$ cat src/rtl/ctrl_fetch_ifid_pkg.sv
// Shared constants for the fetch stage: opcodes, FSM encodings, conds bit indices.
// Also holds a saturating-increment helper for the optional perf counters.
package ctrl_fetch_ifid_pkg;

   localparam logic [4:0] OP_NOP = 5'h00;
   localparam logic [4:0] OP_JMP = 5'h10;
   localparam logic [4:0] OP_JEQ = 5'h11;
   localparam logic [4:0] OP_JLT = 5'h12;
   localparam logic [4:0] OP_JGT = 5'h13;
   localparam logic [4:0] OP_JC  = 5'h14;
   localparam logic [4:0] OP_HLT = 5'h1F;

   // Positions inside conds_IFID[0:4] = {jgt,jlt,jeq,jc,jmp}; shared with the branch predictor.
   localparam int CI_JGT = 0;
   localparam int CI_JLT = 1;
   localparam int CI_JEQ = 2;
   localparam int CI_JC  = 3;
   localparam int CI_JMP = 4;

   typedef enum logic [1:0] {
      FS_START = 2'd0,
      FS_RUN   = 2'd1,
      FS_HALT  = 2'd2
   } fetch_state_t;

   function automatic logic [15:0] sat_inc16(input logic [15:0] v);
      return (v == 16'hFFFF) ? v : v + 16'd1;
   endfunction

endpackage

$ cat src/rtl/ctrl_jmp_decode.sv
// Combinational opcode decode of the IF/ID instruction into jump conditions and halt.
// All outputs are forced low when the IF/ID slot is not valid.
module ctrl_jmp_decode
   import ctrl_fetch_ifid_pkg::*;
(
   input  logic [4:0] opcode,
   input  logic       valid,
   output logic [0:4] conds,
   output logic       hlt
);

   always_comb begin
      conds = '0;
      hlt   = 1'b0;
      if (valid) begin
         case (opcode)
            OP_JGT:  conds[CI_JGT] = 1'b1;
            OP_JLT:  conds[CI_JLT] = 1'b1;
            OP_JEQ:  conds[CI_JEQ] = 1'b1;
            OP_JC:   conds[CI_JC]  = 1'b1;
            OP_JMP:  conds[CI_JMP] = 1'b1;
            OP_HLT:  hlt           = 1'b1;
            default: ;
         endcase
      end
   end

endmodule

$ cat src/rtl/ctrl_fetch_ifid.sv
// Fetch stage and IF/ID register: PC, squash on taken branch, valid tracking, halt.
// Optional perf counters are built when FETCH_PERF_CNT_EN is defined.
//
// state    | meaning
// FS_START | first cycle after reset; performs the first fetch
// FS_RUN   | normal fetch, redirect on taken branch, watch for HLT
// FS_HALT  | HLT reached; PC frozen, IF/ID invalid until reset
module ctrl_fetch_ifid
   import ctrl_fetch_ifid_pkg::*;
#(
   parameter int              PC_W     = 8,
   parameter int              INSTR_W  = 16,
   parameter logic [PC_W-1:0] RESET_PC = '0
) (
   input  logic               clk,
   input  logic               rst_n,
   input  logic               stall,
   input  logic               branch_taken,
   output logic [PC_W-1:0]    imem_addr,
   input  logic [INSTR_W-1:0] imem_rdata,
   output logic [INSTR_W-1:0] ifid_instr,
   output logic [PC_W-1:0]    ifid_pc,
   output logic               ifid_valid,
   output logic [0:4]         conds_IFID,
   output logic               invalidate_instr,
   output logic               halted
`ifdef FETCH_PERF_CNT_EN
   ,
   output logic [15:0]        perf_fetch_cnt,
   output logic [15:0]        perf_squash_cnt
`endif
);

   localparam logic [INSTR_W-1:0] NOP_INSTR = {OP_NOP, {(INSTR_W-5){1'b0}}};

   fetch_state_t       state, state_nxt;
   logic [PC_W-1:0]    pc, pc_nxt;
   logic [INSTR_W-1:0] instr_nxt;
   logic [PC_W-1:0]    ifid_pc_nxt;
   logic               valid_nxt;
   logic               idex_valid;
   logic               dec_hlt;
   logic               do_fetch;
   logic               do_squash;

   ctrl_jmp_decode u_jmp_decode (
      .opcode (ifid_instr[INSTR_W-1 -: 5]),
      .valid  (ifid_valid),
      .conds  (conds_IFID),
      .hlt    (dec_hlt)
   );

   always_ff @(posedge clk) begin
      if (!rst_n) begin
         state      <= FS_START;
         pc         <= RESET_PC;
         ifid_instr <= NOP_INSTR;
         ifid_pc    <= '0;
         ifid_valid <= 1'b0;
         idex_valid <= 1'b0;
      end else begin
         state      <= state_nxt;
         pc         <= pc_nxt;
         ifid_instr <= instr_nxt;
         ifid_pc    <= ifid_pc_nxt;
         ifid_valid <= valid_nxt;
         idex_valid <= stall ? 1'b0 : ifid_valid;
      end
   end

   always_comb begin
      state_nxt   = state;
      pc_nxt      = pc;
      instr_nxt   = ifid_instr;
      ifid_pc_nxt = ifid_pc;
      valid_nxt   = ifid_valid;
      do_fetch    = 1'b0;
      do_squash   = 1'b0;
      if (!stall) begin
         case (state)
            FS_START: begin
               do_fetch  = 1'b1;
               state_nxt = FS_RUN;
            end
            FS_RUN: begin
               if (dec_hlt) begin
                  state_nxt = FS_HALT;
                  instr_nxt = NOP_INSTR;
                  valid_nxt = 1'b0;
               end else if (branch_taken && ifid_valid) begin
                  // Wrong-path fetch at pc is dropped; target is fetched next cycle.
                  do_squash = 1'b1;
                  pc_nxt    = ifid_instr[PC_W-1:0];
                  instr_nxt = NOP_INSTR;
                  valid_nxt = 1'b0;
               end else begin
                  do_fetch = 1'b1;
               end
            end
            FS_HALT: begin
               instr_nxt = NOP_INSTR;
               valid_nxt = 1'b0;
            end
            default: state_nxt = FS_START;
         endcase
      end
      if (do_fetch) begin
         pc_nxt      = pc + PC_W'(1);
         instr_nxt   = imem_rdata;
         ifid_pc_nxt = pc;
         valid_nxt   = 1'b1;
      end
   end

   assign imem_addr        = pc;
   assign invalidate_instr = !idex_valid;
   assign halted           = (state == FS_HALT);

`ifdef FETCH_PERF_CNT_EN
   always_ff @(posedge clk) begin
      if (!rst_n) begin
         perf_fetch_cnt  <= '0;
         perf_squash_cnt <= '0;
      end else begin
         if (do_fetch)  perf_fetch_cnt  <= sat_inc16(perf_fetch_cnt);
         if (do_squash) perf_squash_cnt <= sat_inc16(perf_squash_cnt);
      end
   end
`endif

endmodule
$ cat config.mk
export PLATFORM = sky130hd
export DESIGN_NAME = ctrl_fetch_ifid
export DESIGN_NICKNAME = d
export VERILOG_FILES = /design/src/rtl/ctrl_fetch_ifid_pkg.sv /design/src/rtl/ctrl_jmp_decode.sv /design/src/rtl/ctrl_fetch_ifid.sv
export SDC_FILE = /design/constraint.sdc
export NUM_CORES = 1
export LEC_CHECK = 0
export CAP_MARGIN = 20
export CORE_MARGIN = 2
export CORE_UTILIZATION = 39
export DETAILED_ROUTE_END_ITERATION = 8
export HOLD_SLACK_MARGIN = 0.02
export PLACE_DENSITY = 0.75
export SLEW_MARGIN = 30
export SYNTH_ARGS = -nofsm -noshare
export SYNTH_HDL_FRONTEND = slang
export SYNTH_SLANG_ARGS = --single-unit
$ cat constraint.sdc
create_clock -name clk -period 1.44 [get_ports clk]
set_input_delay 0.216 -clock clk [delete_from_list [all_inputs] [get_ports clk]]
set_output_delay 0.216 -clock clk [all_outputs]
set_load 0.01 [all_outputs]
==> impl_metrics.env <==
export IMPL_fp_dieH_um=67.96
export IMPL_setup_viol=37
export IMPL_status="finished, violations left"
export IMPL_setup_tns_ps=-1780
export IMPL_die_w_um=67.96
export IMPL_skew_ps=5.388
export IMPL_power_internal_mw=1.789
export IMPL_avgSynthCellArea_sq_um=8.577
export IMPL_crit_required_ps=1660
export IMPL_rsz0062_at_grt="true"
export IMPL_final_nets=300
export IMPL_synthDominantCellAreaShare=0.4518
export IMPL_drt_pass1_iterations=4
export IMPL_cpMostUsedCell="buf_6"
export IMPL_post_route_period_util=1.079
export IMPL_grt_max_degree=18
export IMPL_antenna_found_initial=0
export IMPL_clk_pin_slew_ps=70
export IMPL_power_switching_mw=0.5846
export IMPL_place_congestion=0.8552
export IMPL_n_antenna_cell=0
export IMPL_wl_per_cell_um=14.13
export IMPL_violations="negative setup slack"
export IMPL_maxCapViolCount=0
export IMPL_ios=60
export IMPL_clkLatencyLatePin_ps=280
export IMPL_cts_tree="built"
export IMPL_timing_hold_ws_ps=452.1
export IMPL_final_cell_mix="clkdlybuf4s50_1 (29), buf_4 (26), dfxtp_1 (22)"
export IMPL_worst_slew_pin_transition_ps=248.2
export IMPL_worstSetupPathType="reg -> reg"
export IMPL_period_minus_slack_ps=1554
export IMPL_num_rows=23
export IMPL_synth_area_leaders="dfxtp_1 (45%), a22oi_1 (8.0%), nand2_1 (6.6%)"
export IMPL_seqPwrFrac=0.454
export IMPL_routed_wl_um=4662
export IMPL_die_area_sq_um=4618
export IMPL_vias_per_cell=5.245
export IMPL_grt_pass1_vias=1591
export IMPL_multi_input_area_sq_um=978.4
export IMPL_drive_above_1_share=0.3893
export IMPL_cp_arrival_ps=1770
export IMPL_leakagePower_nw=1.338
export IMPL_crit_slowest_cell="or4_4"
export IMPL_synth_area_sq_um=1595
export IMPL_final_common_cell="clkdlybuf4s50_1"
export IMPL_maxSlewViolCount=0
export IMPL_ys_seq_area_frac=0.4518
export IMPL_grt_pass1_wl_um=6969
export IMPL_crit_buf_inv=2
export IMPL_maxSlewHeadroom=0.8337
export IMPL_postRouteAntennaNets=0
export IMPL_syn_num_nets=207
export IMPL_fill_cells=307
export IMPL_fin_ws_ps=-114.3
export IMPL_slowest_delay_ps=480
export IMPL_hold_viol_final=0
export IMPL_crit_path_max_fanout=5
export IMPL_grt_total_usage=0.1993
export IMPL_vdd_drop_max_v=0.0006800
export IMPL_yosysTopAreaCell="dfxtp_1"
export IMPL_drt_initial_drc_count=57
export IMPL_switching_share=0.2463
export IMPL_fmax_ghz=0.6434
export IMPL_start_util=0.4017
export IMPL_clockRootBuffer="clkbuf_8"
export IMPL_clockBufferDepth=2
export IMPL_synth_cell_types=40
export IMPL_yosys_warnings=0
export IMPL_grt_overflow=0
export IMPL_dp_final_hpwl_um=3143
export IMPL_worstSetupStartpointType="register"
export IMPL_place_port_buffers=59
export IMPL_syn_to_final_growth_pct=77.02
export IMPL_crit_chain="buf_6, nand4_1, buf_6, or4_4, a21oi_2"
export IMPL_combPwrFrac=0.183
export IMPL_endpoint_kind="register"
export IMPL_via_count=1731
export IMPL_clock_power_share=0.363
export IMPL_seq_area_sq_um=738.2
export IMPL_ys_ff_latch=36
export IMPL_core_area_sq_um=3971
export IMPL_r2r_slack_ps=-110
export IMPL_remaining_drc_errors=0
export IMPL_numCtsBuffers=5
export IMPL_path_delay_family="simple AND/OR/NAND/NOR gates"
export IMPL_htreeDepth=2
export IMPL_clock_sinks=36
export IMPL_hp_class="reg -> reg"
export IMPL_synthCells=186
export IMPL_p_per_area_nw_per_um2=840.5
[worst register-to-register path: stages (launching register included)]
cell,delay [ps]
dfxtp_2,340
buf_6,120
nand4_1,210
buf_6,210
or4_4,480
a21oi_2,140
[worst paths after layout]
path	start	endpoint	depth (start not counted)
setup / recovery	ifid_instr[13]	state[1]	5
hold / removal	ifid_pc[5]	ifid_pc[5]	2
setup reg to reg	ifid_instr[13]	state[1]	5
hold reg to reg	ifid_pc[5]	ifid_pc[5]	2
[area by class of cell]
cell class,count,area share
clock buffers,5,0.02437
clock inverters,3,0.01506
inverters,4,0.005317
multi-input cells,136,0.3465
flip-flops and latches,36,0.2614
well taps,50,0.02215
repair buffers,96,0.3252
[power by group through the flow]
stage | clock network [mW] | logic, mW | registers [mW]
finish | 0.862 | 0.435 | 1.08
global route | 0.919 | 0.466 | 1.08
CTS | 0.878 | 0.394 | 1.07
detailed placement | 0 | 0.374 | 1.09
global placement | 0 | 0.370 | 1.09
floorplan | 0 | 0.128 | 1.12
[metal layers]
metal	share of wire	vias up	track usage
met5	0	-	0
met4	0.018	0	0.07000
met3	0.050	9	0.04934
met2	0.50	53	0.3532
met1	0.44	806	0.2318
li1	-	863	-
[Yosys cell counts (all sizes together)]
library cell / instances
or3: 2
nor2: 23
inv: 4
clkbuf: 4
o211ai: 4
xor2: 1
or4: 1
ha: 1
a41oi: 1
nor3b: 2
nor4: 1
mux2i: 1
nand4: 2
buf: 6
o21a: 1
a21o: 1
o21ai: 9
and4: 1
dfxtp: 36
o32a: 1
a21oi: 16
o22ai: 2
o221ai: 2
a31oi: 1
nand3: 5
nor3: 4
o22a: 1
o2111ai: 1
and3: 4
and2b: 1
a22oi: 18
o211a: 1
nand2: 28
[state kept, by name, summed over array words and instances, names as in the netlist]
register and count:
ifid_instr 16, ifid_pc 8, imem_addr 8, state 2, idex_valid 1, ifid_valid 1
[metrics by stage]
step	std cells	setup WS (ps)	area, sq um	util	power [mW]
2_1_floorplan	186	31.21	1603	-	1.245
3_3_place_gp	317	-212.4	2436	0.6134	1.459
3_5_place_dp	317	-247.3	2436	0.6134	1.464
4_1_cts	327	-100.1	2643	0.6654	2.345
5_1_grt	330	-168.5	2824	0.7111	2.467
6_report	330	-114.3	2824	0.7111	2.373
[kinds of logic after synthesis]
kind of cell	share of synthesized area
multiplexers	0.006275
AO/OA/AOI/OAI	0.2580
buffers and inverters	0.05489
XOR/XNOR	0.005491
adder cells (fa/ha/maj)	0.007842
AND/OR/NAND/NOR	0.2157
flip-flops	0.4518
[what timing repair did]
item	CTS	global route
gates resized for setup	66	47
gates cloned	1	0
pin swaps	13	41
setup endpoints to repair	40	53
hold buffers	0	0
buffers inserted	1	3
(Power assumes the default switching activity.)
